**config.mk**
```make
export PLATFORM = sky130hd
export DESIGN_NAME = counter_seq_ctrl_flat
export DESIGN_NICKNAME = d
export VERILOG_FILES = /design/src/rtl/counter_seq_pkg.sv /design/src/rtl/counter_seq_ctrl_if.sv /design/src/rtl/counter_seq_ctrl_counter.sv /design/src/rtl/counter_seq_ctrl.sv /design/src/flat_wrapper.sv
export SDC_FILE = /design/constraint.sdc
export NUM_CORES = 1
export LEC_CHECK = 0
export CORE_MARGIN = 1.5
export CORE_UTILIZATION = 54
export DETAILED_ROUTE_END_ITERATION = 10
export GPL_TIMING_DRIVEN = 0
export PLACE_DENSITY = 0.84
export RECOVER_POWER = 100
export SLEW_MARGIN = 10
export SYNTH_ARGS = -nofsm -noshare
export SYNTH_HDL_FRONTEND = slang
export SYNTH_SLANG_ARGS = --single-unit
```
**constraint.sdc**
```tcl
create_clock -name clk -period 4.37 [get_ports clk]
set_clock_uncertainty 0.15 [all_clocks]
set_input_delay 0.874 -clock clk [delete_from_list [all_inputs] [get_ports clk]]
set_output_delay 0.874 -clock clk [all_outputs]
set_load 0.01 [all_outputs]
```
**src/rtl/counter_seq_pkg.sv**
```systemverilog
`default_nettype none
// ============================================================================
//  Module      : counter_seq_pkg
//  Description : Shared types and constants for the counter sequencing
//                controller: FSM state encoding, job status codes, and the
//                X-propagation helper macro.
//  Revision    : 1.0 - initial release
// ============================================================================

// True when a control input carries an unknown value. Synthesis sees a
// constant 0 so the X branch folds away; simulation sees the real check.
`ifdef SYNTHESIS
`define COUNTER_SEQ_IS_X(sig) 1'b0
`else
`define COUNTER_SEQ_IS_X(sig) $isunknown(sig)
`endif

package counter_seq_pkg;

    // Job result codes as they appear on resp_status
    localparam logic [1:0] c_STATUS_DONE    = 2'b00;
    localparam logic [1:0] c_STATUS_TIMEOUT = 2'b01;
    localparam logic [1:0] c_STATUS_ABORT   = 2'b10;

    typedef enum logic [1:0] {
        S_IDLE = 2'b00,
        S_RUN  = 2'b01,
        S_RESP = 2'b10
    } state_t;

    typedef enum logic [1:0] {
        ST_DONE    = c_STATUS_DONE,
        ST_TIMEOUT = c_STATUS_TIMEOUT,
        ST_ABORT   = c_STATUS_ABORT
    } status_t;

endpackage : counter_seq_pkg

`default_nettype wire

```
**src/rtl/counter_seq_ctrl_if.sv**
```systemverilog
`default_nettype none
// ============================================================================
//  Module      : counter_seq_ctrl_if
//  Description : Job request / job response val-rdy bundle between the lab
//                control logic (master) and the sequencing controller (slave).
//  Revision    : 1.0 - initial release
// ============================================================================
interface counter_seq_ctrl_if
    import counter_seq_pkg::*;
    ();

    // Request channel
    logic        req_val;
    logic        req_rdy;
    logic [15:0] req_start;
    logic [15:0] req_incr;
    logic [15:0] req_finish;

    // Response channel
    logic        resp_val;
    logic        resp_rdy;
    status_t     resp_status;
    logic [15:0] resp_steps;

    modport master (
        output req_val, req_start, req_incr, req_finish, resp_rdy,
        input  req_rdy, resp_val, resp_status, resp_steps
    );

    modport slave (
        input  req_val, req_start, req_incr, req_finish, resp_rdy,
        output req_rdy, resp_val, resp_status, resp_steps
    );

endinterface : counter_seq_ctrl_if

`default_nettype wire

```
**src/rtl/counter_seq_ctrl_counter.sv**
```systemverilog
`default_nettype none
// ============================================================================
//  Module      : Counter_16b_RTL
//  Description : 16-bit loadable up-counter with programmable increment and an
//                equality terminal-count flag. Holds once the terminal count
//                is reached; wraps modulo 2^16 otherwise.
//  Revision    : 1.0 - initial release
// ============================================================================
module Counter_16b_RTL (
    input  wire logic        clk,
    input  wire logic        rst,
    input  wire logic        en,
    input  wire logic        load,
    input  wire logic [15:0] start,
    input  wire logic [15:0] incr,
    input  wire logic [15:0] finish,
    output logic      [15:0] count,
    output logic             done
);

    logic [15:0] r_count;
    logic [15:0] r_finish;

    // Count register: load has priority; stepping stops on terminal count
    always_ff @(posedge clk or posedge rst) begin
        if (rst) begin
            r_count <= 16'd0;
        end else if (load) begin
            r_count <= start;
        end else if (en && !done) begin
            r_count <= r_count + incr;
        end
    end

    // Terminal count captured alongside the start value
    always_ff @(posedge clk or posedge rst) begin
        if (rst) begin
            r_finish <= 16'd0;
        end else if (load) begin
            r_finish <= finish;
        end
    end

    assign count = r_count;
    assign done  = (r_count == r_finish);

endmodule : Counter_16b_RTL

`default_nettype wire

```
**src/rtl/counter_seq_ctrl.sv**
```systemverilog
`default_nettype none
// ============================================================================
//  Module      : counter_seq_ctrl
//  Description : Sequencing controller for the 16-bit counter datapath.
//                Accepts a counting job, runs the counter until it reaches
//                the terminal count, is aborted, or exhausts its step budget,
//                then presents status and step count until acknowledged.
//  Revision    : 1.0 - initial release
// ============================================================================
module counter_seq_ctrl
    import counter_seq_pkg::*;
#(
    parameter int unsigned TIMEOUT = 32'h0000_FFFF
) (
    input  wire logic         clk,
    input  wire logic         rst,
    counter_seq_ctrl_if.slave bus,
    input  wire logic         pause,
    input  wire logic         abort,
    output logic       [15:0] count,
    output logic              busy
);

    localparam logic [15:0] c_TIMEOUT = 16'(TIMEOUT);

    state_t      r_state;
    state_t      w_state_nxt;
    status_t     r_status;
    status_t     w_status_nxt;
    logic        w_status_we;
    logic [15:0] r_incr;
    logic [15:0] r_steps;

    logic        w_load;
    logic        w_en;
    logic        w_step_inc;
    logic        w_req_rdy;
    logic        w_resp_val;
    logic        w_done;
    logic [15:0] w_count;

    // Next-state and control decode; unknown handshake/control inputs poison
    // the decision so they are visible rather than silently resolved
    always_comb begin
        w_state_nxt  = r_state;
        w_status_nxt = r_status;
        w_status_we  = 1'b0;
        w_load       = 1'b0;
        w_en         = 1'b0;
        w_step_inc   = 1'b0;
        w_req_rdy    = 1'b0;
        w_resp_val   = 1'b0;

        case (r_state)
            S_IDLE: begin
                w_req_rdy = !rst;
                if (`COUNTER_SEQ_IS_X(bus.req_val)) begin
                    w_state_nxt = state_t'(2'bxx);
                    w_load      = 1'bx;
                    w_req_rdy   = 1'bx;
                end else if (bus.req_val && w_req_rdy) begin
                    w_load      = 1'b1;
                    w_state_nxt = S_RUN;
                end
            end

            S_RUN: begin
                if (`COUNTER_SEQ_IS_X(pause) || `COUNTER_SEQ_IS_X(abort)) begin
                    w_state_nxt  = state_t'(2'bxx);
                    w_status_nxt = status_t'(2'bxx);
                    w_status_we  = 1'bx;
                    w_en         = 1'bx;
                    w_step_inc   = 1'bx;
                end else if (w_done) begin
                    // Terminal count wins even if abort arrives together
                    w_state_nxt  = S_RESP;
                    w_status_nxt = ST_DONE;
                    w_status_we  = 1'b1;
                end else if (abort) begin
                    w_state_nxt  = S_RESP;
                    w_status_nxt = ST_ABORT;
                    w_status_we  = 1'b1;
                end else if (r_steps == c_TIMEOUT) begin
                    // Budget exhausted: counter is not advanced this cycle
                    w_state_nxt  = S_RESP;
                    w_status_nxt = ST_TIMEOUT;
                    w_status_we  = 1'b1;
                end else begin
                    w_en       = !pause;
                    w_step_inc = !pause;
                end
            end

            S_RESP: begin
                w_resp_val = 1'b1;
                if (`COUNTER_SEQ_IS_X(bus.resp_rdy)) begin
                    w_state_nxt = state_t'(2'bxx);
                end else if (bus.resp_rdy) begin
                    w_state_nxt = S_IDLE;
                end
            end

            default: begin
                w_state_nxt = S_IDLE;
            end
        endcase
    end

    // FSM state register
    always_ff @(posedge clk or posedge rst) begin
        if (rst) begin
            r_state <= S_IDLE;
        end else begin
            r_state <= w_state_nxt;
        end
    end

    // Increment latch and step counter, both restarted on job accept
    always_ff @(posedge clk or posedge rst) begin
        if (rst) begin
            r_incr  <= 16'd0;
            r_steps <= 16'd0;
        end else if (w_load) begin
            r_incr  <= bus.req_incr;
            r_steps <= 16'd0;
        end else if (w_step_inc) begin
            r_steps <= r_steps + 16'd1;
        end
    end

    // Job status captured on the RUN exit decision
    always_ff @(posedge clk or posedge rst) begin
        if (rst) begin
            r_status <= ST_DONE;
        end else if (w_status_we) begin
            r_status <= w_status_nxt;
        end
    end

    Counter_16b_RTL u_counter (
        .clk    (clk),
        .rst    (rst),
        .en     (w_en),
        .load   (w_load),
        .start  (bus.req_start),
        .incr   (r_incr),
        .finish (bus.req_finish),
        .count  (w_count),
        .done   (w_done)
    );

    assign bus.req_rdy     = w_req_rdy;
    assign bus.resp_val    = w_resp_val;
    assign bus.resp_status = r_status;
    assign bus.resp_steps  = r_steps;
    assign count           = w_count;
    assign busy            = (r_state != S_IDLE);

endmodule : counter_seq_ctrl

`default_nettype wire

```
**src/flat_wrapper.sv**
```systemverilog
// flat-port wrapper written by rule: the top's interface ports become plain ports
module counter_seq_ctrl_flat import counter_seq_pkg::*;
#(
    parameter int unsigned TIMEOUT = 32'h0000_FFFF
)
  (clk, rst, pause, abort, count, busy, bus_req_val, bus_req_start, bus_req_incr, bus_req_finish, bus_resp_rdy, bus_req_rdy, bus_resp_val, bus_resp_status, bus_resp_steps);
  counter_seq_ctrl_if bus_i ();
  input  wire logic clk;
  input  wire logic rst;
  input  wire logic pause;
  input  wire logic abort;
  output logic       [15:0] count;
  output logic busy;
  input wire logic [$bits(bus_i.req_val)-1:0] bus_req_val;
  input wire logic [$bits(bus_i.req_start)-1:0] bus_req_start;
  input wire logic [$bits(bus_i.req_incr)-1:0] bus_req_incr;
  input wire logic [$bits(bus_i.req_finish)-1:0] bus_req_finish;
  input wire logic [$bits(bus_i.resp_rdy)-1:0] bus_resp_rdy;
  output wire logic [$bits(bus_i.req_rdy)-1:0] bus_req_rdy;
  output wire logic [$bits(bus_i.resp_val)-1:0] bus_resp_val;
  output wire logic [$bits(bus_i.resp_status)-1:0] bus_resp_status;
  output wire logic [$bits(bus_i.resp_steps)-1:0] bus_resp_steps;
  assign bus_i.req_val = bus_req_val;
  assign bus_i.req_start = bus_req_start;
  assign bus_i.req_incr = bus_req_incr;
  assign bus_i.req_finish = bus_req_finish;
  assign bus_i.resp_rdy = bus_resp_rdy;
  assign bus_req_rdy = bus_i.req_rdy;
  assign bus_resp_val = bus_i.resp_val;
  assign bus_resp_status = bus_i.resp_status;
  assign bus_resp_steps = bus_i.resp_steps;
  counter_seq_ctrl #(.TIMEOUT(TIMEOUT)) u_core (.clk(clk), .rst(rst), .bus(bus_i), .pause(pause), .abort(abort), .count(count), .busy(busy));
endmodule
```
Word-level counts from Yosys, hierarchy flattened
Cells that the tools add are included.

Muxes and demuxes: 25. Reductions and logical operators: 12. Equality and inequality tests: 7. $add $sub $neg: 2.

Operators by type and width (number): $mux W16 (4); $add A16 B1 Y16 const B (1); $add A16 B16 Y16 (1); $eq A16 B16 Y1 (1); $eq A16 B16 Y1 const B (1); $mux W2 (8); $mux W1 (12); $pmux W2 S3 (1); $reduce_and A3 Y1 (2); $reduce_bool A2 Y1 (3); $ne A4 B3 Y1 const B (1); $logic_not A1 Y1 (3); $reduce_bool A3 Y1 (1); $eq A2 B1 Y1 const B (1); $eq A2 B2 Y1 const B (1); $logic_and A1 B1 Y1 (2); $logic_not A2 Y1 (1); $ne A2 B1 Y1 const B (1); $ne A2 B2 Y1 const B (1).

Output and inout bits: 37. Input bits: 54. Flip-flop bits (word level): 68. Word-level logic and storage cells: 52.

Logic depth before layout (Yosys ltp)
Gate-level depths: netlist of run 1.

Word-level depth: 8. Depth in mapped cells: 9. Depth with buffers taken out: 9.

Hierarchy
From an unflattened synthesis of run 1, not the netlist that was laid out.

Cells, all modules: 419. Area total of the unflattened synthesis: 3990.1 µm².

By module, submodules not included: Counter_16b_RTL (times used 1, area each 2263.4 µm², cells each 226, sequential area each 800.8 µm²); counter_seq_ctrl (times used 1, area each 1726.7 µm², cells each 193, sequential area each 900.9 µm²).

Worst setup path before layout of run 1
No wires, ideal clock.

Path type: input to register. Start point: in abort. End point: reg u_core.r_steps[13] (netlist: u_core.bus.resp_steps[13]). Arrival: 2191 ps. Data required time: 4101 ps. Setup time: 119 ps. Buffers on the path: 1. Path slack: 1910 ps. Stages: 6. Cells stage by stage: or3_1 or3_1 buf_6 nor4_1 xnor2_1 nor2_1.

Cells in the longest elaborated chain, start to end: 4.

RTL lines: from (decl) (RTL line flat_wrapper.sv:11) `input wire logic abort;`; $mux W1 (RTL line counter_seq_ctrl.sv:79) `end else if (abort) begin`; $mux W1 (RTL line counter_seq_ctrl.sv:74) `end else if (w_done) begin`; $mux W1 (RTL line counter_seq_ctrl.sv:54) `case (r_state)`; $reduce_bool A2 Y1 (no line); to (signal assigned) (RTL line counter_seq_ctrl.sv:127) `r_steps <= r_steps + 16'd1;`; to (decl) (RTL line counter_seq_ctrl.sv:32) `logic [15:0] r_steps;`.

Every way passes these cells. A chain may end at the register's enable or synchronous reset.

Final worst setup path of run 1
Start point: in rst. End point: out bus_req_rdy.

Cells in the longest elaborated chain, start to end: 2.

RTL lines: from (decl) (RTL line flat_wrapper.sv:9) `input wire logic rst;`; $logic_not A1 Y1 (no line); $mux W1 (RTL line counter_seq_ctrl.sv:54); to (decl) (RTL line flat_wrapper.sv:19) `output wire logic [$bits(bus_i.req_rdy)-1:0] bus_req_rdy;`.

Every way passes these cells.

==> results of run 1 <==
-- cell usage in the layout, fill, tap and decap left out, types with 8 or more instances in the layout --
cell type | netlist | routed
nand2_1 | 128 | 128
dfrtp_1 | 68 | 68
clkdlybuf4s50_1 | 0 | 51
dlygate4sd3_1 | 0 | 39
nor2_1 | 32 | 32
xnor2_1 | 25 | 25
a21oi_1 | 25 | 25
o21ai_0 | 21 | 21
xor2_1 | 19 | 19
clkbuf_1 | 12 | 18
ha_1 | 16 | 16
nand4_1 | 12 | 12
nand3_1 | 11 | 11
clkbuf_8 | 0 | 11
mux2i_1 | 8 | 8
-- worst min path at each step --
| stage | start | end | slack [ns] |
|---|---|---|---|
| after floorplan | u_core.r_incr[0]$_DFFE_PP0P_ | u_core.r_incr[0]$_DFFE_PP0P_ | 0.30 |
| after global placement | u_core.r_incr[7]$_DFFE_PP0P_ | u_core.r_incr[7]$_DFFE_PP0P_ | 0.31 |
| after detailed placement | u_core.r_incr[12]$_DFFE_PP0P_ | u_core.r_incr[12]$_DFFE_PP0P_ | 0.32 |
| after CTS | u_core.r_incr[12]$_DFFE_PP0P_ | u_core.r_incr[12]$_DFFE_PP0P_ | 0.34 |
| after global routing | u_core.r_incr[6]$_DFFE_PP0P_ | u_core.r_incr[6]$_DFFE_PP0P_ | 0.36 |
| final | u_core.r_incr[12]$_DFFE_PP0P_ | u_core.r_incr[12]$_DFFE_PP0P_ | 0.34 |
-- sequential cells by signal (all words and copies together), names as in the netlist --
name,count
u_core.bus.resp_steps,16
u_core.r_incr,16
u_core.u_counter.count,16
u_core.u_counter.r_finish,16
u_core.bus.resp_status,2
u_core.r_state,2
-- final cells by class --
| class | instances | area, um^2 | share of cell area (%) |
|---|---|---|---|
| plain buffers | 18 | 75.07 | 1.490 |
| repair buffers | 91 | 920.9 | 18.28 |
| inverters | 6 | 23.77 | 0.4718 |
| clock inverters | 4 | 47.55 | 0.9436 |
| multi-input cells | 347 | 1994 | 39.58 |
| clock buffers | 12 | 155.1 | 3.079 |
| well taps | 96 | 120.1 | 2.384 |
| flip-flops and latches | 68 | 1702 | 33.77 |
-- through the flow --
step	setup slack [ns]	hold slack [ns]
floorplan	1.634	0.2997
global placement	0.4706	0.3141
detailed placement	1.223	0.3214
CTS	1.222	0.3396
global route	1.034	0.3563
finish	1.056	0.3361
-- metal layers --
layer	part of all wire, %	vias up	routed length (um)
li1	-	1684	-
met3	5.0	17	497
met5	0	-	0
met1	43	1659	4265
met2	51	108	5055
met4	1.7	0	166
-- power by group --
group          total [mW]  switching [mW]  leakage (nW)  internal (mW)
registers            1.01           0.201         0.859          0.811
clock network       0.538           0.245         0.102          0.293
logic                1.40           0.744          1.39          0.661
total                2.96            1.19          2.35           1.76
-- cell families (layout without fill, tap and decap cells) --
group	count (synthesis)	after routing	synth area share, %
and+or+nand+nor	212	212	24.23
DFF	68	68	44.65
AOI/OAI and AO/OA	66	66	10.11
xor gates and xnor gates	44	44	10.11
buffers and inverters	24	131	3.020
adders and majority gates	17	17	5.778
muxes	8	8	2.101
-- worst min-delay path: cells and delay by family (launching register included) --
kind	cells	cell delay, ns
flops	1	0.35
simple gates	2	0.11
-- cell usage after synthesis, drive strengths merged (2+ instances only) --
cell / instances / area [um^2]
or3: 3 / 20.02
or2: 2 / 12.51
a21oi: 25 / 125.1
and3: 6 / 38.79
a31oi: 4 / 25.02
and2: 5 / 31.28
mux2i: 8 / 80.08
nand2: 128 / 480.5
clkbuf: 12 / 45.04
buf: 6 / 47.54
o21ai: 21 / 105.1
nand3: 11 / 55.05
a21o: 5 / 37.54
nand4: 12 / 75.07
nor2: 32 / 120.1
xnor2: 25 / 219.0
ha: 16 / 200.2
xor2: 19 / 166.4
nor3: 4 / 20.02
nor4: 4 / 25.02
dfrtp: 68 / 1702
inv: 6 / 22.52
a2bb2oi: 2 / 17.52
==> impl_summary.txt, run 1 <==
----------------------------------------------------
[Yosys]
  Top flip-flop cell by instance count after synthesis ... dfrtp_1
  Synth Instances ... 439
  Area of the mapped netlist ... roughly 3800 um^2
  Synth cell types ... between 40 and 50
  Ys async rst share ... 100.0%
  Yosys warnings ... 0
  Net Count, Synth ... 510
  Yosys reg bits ... 68
  Register area share after synthesis ... roughly 45%
  EDFF count, synth ... 0
  Average cell area after synthesis ... 8.681 um^2

[Critical path]
  Endpoint of the most critical register-to-register path ... u_core.bus.resp_steps[13]$_DFFE_PP0P_
  Maximum single-stage delay on the critical path ... 0.64 ns
  Type of destination of the critical path ... primary output
  Endpoint of the worst setup timing path ... bus_req_rdy
  Maximum net fanout on the critical path ... 3
  Crit Path Category ... in2out
  Type of origin of the critical path ... input port
  Cell chain of the critical path ... dlygate4sd3_1 > nor2_1 > dlygate4sd3_1
  R2r startpoint ... u_core.u_counter.count[6]$_DFFE_PP0P_
  Depth of the most critical reg-to-reg path ... 8
  Most common cell on crit path ... dlygate4sd3_1
  Worst-path cell with the longest stage delay ... dlygate4sd3_1
  Cell count along the critical path ... 3
  WP data required ... 3.35 ns
  Crit path DAT ... between 2 and 2.5 ns
  Top delay family on crit path ... buffers and inverters
  Critical Path Start ... rst
  Minimum setup slack among reg-to-reg paths ... 1.53 ns
  Critical path buffers and inverters ... 2

[GRT]
  Number of global-route vias before repair ... 3433
  Global-route wire length before repair ... 16.16 mm
  Global-route track usage on met3 ... 4.550%
  Total congestion overflow ... 0
  Layer with the highest usage after global routing ... met2
  GRT met2 Usage ... 49.26%
  Total routing resource utilization after global routing ... 28.16%
  Met1 usage in global routing ... 35.28%
  Maximum number of pins on one net before global-route repair ... 38
  Number of antenna violations at the first check in global routing ... 0

[Power and ir drop]
  Lkg Pwr ... around 2.3 nW
  Total Power ... around 3 mW
  Power per Cell Area ... 586.5 nW/um^2
  Maximum VDD drop ... ~0.38 mV

[Finish]
  Antenna Cells ... 0
  Nets ... a little over 600
  Final standard cell utilization of the core ... ~74%
  Area of all placed cells without fillers ... approximately 5000 um^2
  Count of non-filler cells in the finished layout ... 642
  Fill count ... between 500 and 600
  Layout overhead on the synthesized area ... 32.21%
  Fraction of final layout cells with drive strength greater than 1 ... roughly 4.6%

[Clock tree]
  Htree depth ... 3
  Clock tree from TritonCTS ... built
  Root buffer cell ... clkbuf_8
  Clock network latency to the later pin of the worst-skew pair ... 0.34 ns
  Clock slew seen by the registers of the worst setup and hold paths ... 0.07 ns
  Number of clock sinks ... slightly below 70
  Count of buffers added by post-CTS timing repair for setup ... 0
  Clock buffer depth ... 2
  Cts bufs inserted ... 9
  # resized after CTS ... 0
  Number of buffers added to fix hold violations after cts ... 0

[Drt]
  Starting DRC count in detailed routing ... roughly 240
  DR pass1 iterations ... 4
  DRC violations left ... 0
  DRT antenna net count ... 0
  Total via count in the routed design ... between 3k and 4k
  Detailed-route wire length ... 9.984 mm
  Drt wl/cell ... 15.55 um
  Vias/cell ... between 5 and 6

[Floorplan]
  Initial core utilization ... 56.10%
  Std-Cell Rows ... 30
  Die outline height ... 87.01 um
  Boundary pin count ... 91
  Die Area ... ~7600 um^2
  Die boundary width ... 87.01 um
  Area inside the core boundary ... 6794 um^2

[Timing]
  Final period util ... 75.84%
  Number of failing setup endpoints in the final timing report ... 0
  Setup repair after global routing missed its margin ... no
  Slew of the pin with the lowest slew margin ... between 1 and 1.5 ns
  Max-slew violations ... 1
  Worst max-slew margin expressed relative to the limit ... -0.06128%
  Summed negative setup slack over all endpoints ... 0 ns
  Maximum clock rate ... 301.7 MHz
  Fin. Hold Viols ... 0
  Fin crit period ... 3.314 ns

[Outcome]
  Violations in the final reports ... capacitance limit, slew limit
  Result of the run ... finished with violations

[Placed design]
  Placement-stage cell area ... 4855 um^2
  Half-perimeter wire length of the detailed placement result ... about 7.5 mm
  RePlAce Congestion ... around 0.9
  Number of buffers added on ports ... 90
  Inst Count DP ... 626

[Worst hold path]
  Hold path cells ... 2
  Worst hold path class ... reg2reg

[Job]
  Max-capacitance violation count ... 1

----------------------------------------------------
Note: power is estimated with default switching activity, not from simulation.
==> inputs of run 2 (changes only) <==
Settings changed: CORE_UTILIZATION 54 to 50, PLACE_DENSITY 0.84 to 0.78.
Clock period 4.37 ns to 3.09 ns, I/O delays scaled along.
==> run 2 against run 1 <==
Effect of this change: the run still ends with capacitance limit, slew limit left; global-route usage decreased by 3.1 points; critical endpoint unchanged; sequential share of layout area decreased by 0.17 points; via count decreased by 1.6%; combinational power increased by 41%; worst hold slack got worse by 0.0025 ns; critical path type unchanged.
==> impl_summary.txt, run 2 (same netlist as run 1, synthesis figures left out) <==
----------------------------------------------------
[Clock tree]
  Htree depth ... 3
  Cts bufs inserted ... 9
  Count of buffers added by post-CTS timing repair for setup ... 0
  Root buffer cell ... clkbuf_8
  # resized after CTS ... 0
  Clock buffer depth ... 2
  Clock tree from TritonCTS ... built
  Number of clock sinks ... roughly 70
  Clock slew seen by the registers of the worst setup and hold paths ... 0.07 ns
  Number of buffers added to fix hold violations after cts ... 0
  Clock network latency to the later pin of the worst-skew pair ... 0.36 ns

[Finish]
  Antenna Cells ... 0
  Most common cell after layout, fill and taps aside ... nand2_1
  Nets ... just over 600
  Area of all placed cells without fillers ... approximately 5100 um^2
  Count of non-filler cells in the finished layout ... 645
  Leading cell types in the layout, fill and taps excluded ... nand2_1 (128), dfrtp_1 (68), clkdlybuf4s50_1 (52)
  Layout overhead on the synthesized area ... 32.86%
  Final standard cell utilization of the core ... 69.07%
  Fraction of final layout cells with drive strength greater than 1 ... 5.128%

[Critical path]
  Critical Path Start ... rst
  Maximum single-stage delay on the critical path ... 0.63 ns
  Worst-path cell with the longest stage delay ... dlygate4sd3_1
  Type of destination of the critical path ... primary output
  Cell chain of the critical path ... dlygate4sd3_1 > nor2_1 > dlygate4sd3_1
  Top delay family on crit path ... buffers and inverters
  Type of origin of the critical path ... input port
  Maximum net fanout on the critical path ... 3
  Crit Path Category ... in2out
  Critical path buffers and inverters ... 2
  Crit path DAT ... a little over 2 ns
  R2r startpoint ... u_core.u_counter.count[6]$_DFFE_PP0P_
  Endpoint of the most critical register-to-register path ... u_core.u_counter.count[13]$_DFFE_PP0P_
  Cell count along the critical path ... 3
  WP data required ... 2.32 ns
  Depth of the most critical reg-to-reg path ... 8
  Minimum setup slack among reg-to-reg paths ... 0.31 ns
  Most common cell on crit path ... dlygate4sd3_1

[Drt]
  M1 WL ... 4.281 mm
  Top Metal Used ... met4
  Vias/cell ... 5.288
  Drt wl/cell ... 14.98 um
  Total via count in the routed design ... 3411
  Starting DRC count in detailed routing ... 120
  Total length of routed met2 wires ... 4.759 mm
  Length of routed met3 wiring ... 430 um
  Detailed-route wire length ... 9.664 mm
  DR pass1 iterations ... 4
  DRC violations left ... 0
  DRT antenna net count ... 0

[GRT]
  Number of antenna violations at the first check in global routing ... 0
  Total routing resource utilization after global routing ... 25.02%
  Global-route wire length before repair ... 16.06 mm
  Maximum number of pins on one net before global-route repair ... 36
  Number of global-route vias before repair ... 3402
  Total congestion overflow ... 0

[Job]
  Max-capacitance violation count ... 1

[Power and ir drop]
  Maximum VDD drop ... between 0.4 and 0.5 mV
  Int Power ... 2.532 mW
  Sw Pwr ... 1.671 mW
  Proportion of power drawn by the clock network ... a little under a fifth
  Register share of total power ... about a third
  Power per Cell Area ... 829.9 nW/um^2
  Lkg Pwr ... 2.363 nW
  Proportion of power drawn by combinational gates ... 46.8%
  Switching fraction of total power ... 39.76%

[Floorplan]
  Area inside the core boundary ... 7331 um^2
  Std-Cell Rows ... 31
  Boundary pin count ... 91
  Die outline height ... 90.31 um
  Initial core utilization ... 51.99%
  Die Area ... roughly 8200 um^2
  Die boundary width ... 90.31 um

[Timing]
  Summed negative setup slack over all endpoints ... 0 ns
  Fin crit period ... 2.795 ns
  Number of failing setup endpoints in the final timing report ... 0
  Setup repair after global routing missed its margin ... no
  Worst max-slew margin expressed relative to the limit ... -4.992%
  Maximum clock rate ... 357.8 MHz
  Final period util ... between 90 and 100%
  Slew of the pin with the lowest slew margin ... 1.566 ns
  Final setup slack of the worst path ... between 0.2 and 0.3 ns
  Fin. Hold Viols ... 0
  Max-slew violations ... 34

[Worst hold path]
  Hold path cells ... 2
  Min-delay src ... u_core.r_incr[5]$_DFFE_PP0P_
  Endpoint of the worst hold path ... u_core.r_incr[5]$_DFFE_PP0P_
  Worst hold path class ... reg2reg

[Placed design]
  Inst Count DP ... 629
  Number of buffers added on ports ... 90
  Half-perimeter wire length of the detailed placement result ... 7.378 mm
  Placement-stage cell area ... slightly below 5000 um^2
  RePlAce Congestion ... 0.8869
  Worst slack, placed ... roughly 0.3 ns

[Outcome]
  Result of the run ... finished with violations
  Violations in the final reports ... capacitance limit, slew limit

----------------------------------------------------
run 2: cell count changes in the layout (fill, tap and decap cells not counted):
cell / before / now
clkbuf_8: 11 / 9
bufinv_16: 1 / 2
clkbuf_2: 0 / 1
clkbuf_1: 18 / 15
clkinv_4: 0 / 1
clkdlybuf4s50_1: 51 / 52
dlygate4sd3_1: 39 / 38
clkinv_2: 2 / 3
buf_6: 1 / 2
run 2: worst max-delay path by stage:
stage	endpoint	slack (ns)
floorplan	u_core.bus.resp_status[0]$_DFFE_PP0P_	0.61
global placement	u_core.u_counter.r_finish[8]$_DFFE_PP0P_	-0.54
detailed placement	u_core.u_counter.count[12]$_DFFE_PP0P_	0.30
CTS	bus_req_rdy	0.43
global route	u_core.u_counter.r_finish[12]$_DFFE_PP0P_	0.18
finish	bus_req_rdy	0.30
run 2: worst min-delay path, delay by kind of cell, from the launching register on:
| kind | cells | cell delay, ns |
|---|---|---|
| DFF | 1 | 0.35 |
| and+or+nand+nor | 2 | 0.11 |
run 2: per-layer routing:
metal	GRT usage [%]	up-vias
met2	42.17	89
met5	0	-
met3	4.798	15
met4	9.259	0
li1	-	1681
met1	31.98	1626
run 2: power by group through the flow:
stage | logic [mW] | registers (mW) | clock network [mW]
after CTS | 2.01 | 1.43 | 0.815
after floorplan | 1.33 | 1.42 | 0
final | 1.97 | 1.43 | 0.808
after global placement | 1.94 | 1.44 | 0
after global routing | 2.21 | 1.46 | 0.857
after detailed placement | 2.00 | 1.45 | 0
run 2: through the flow:
stage	hold slack [ns]	power (mW)
after global routing	0.3386	4.526
after floorplan	0.2997	2.742
after global placement	0.3150	3.381
final	0.3335	4.202
after detailed placement	0.3172	3.442
after CTS	0.3340	4.259
run 2: final cells by class:
cell class / instances / area (um^2)
well taps: 99 / 123.9
fillers: 577 / 2267
multi-input cells: 347 / 1994
flip-flops and latches: 68 / 1702
clock inverters: 7 / 91.34
plain buffers: 18 / 83.83
clock buffers: 9 / 123.9
inverters: 6 / 23.77
repair buffers: 91 / 920.9
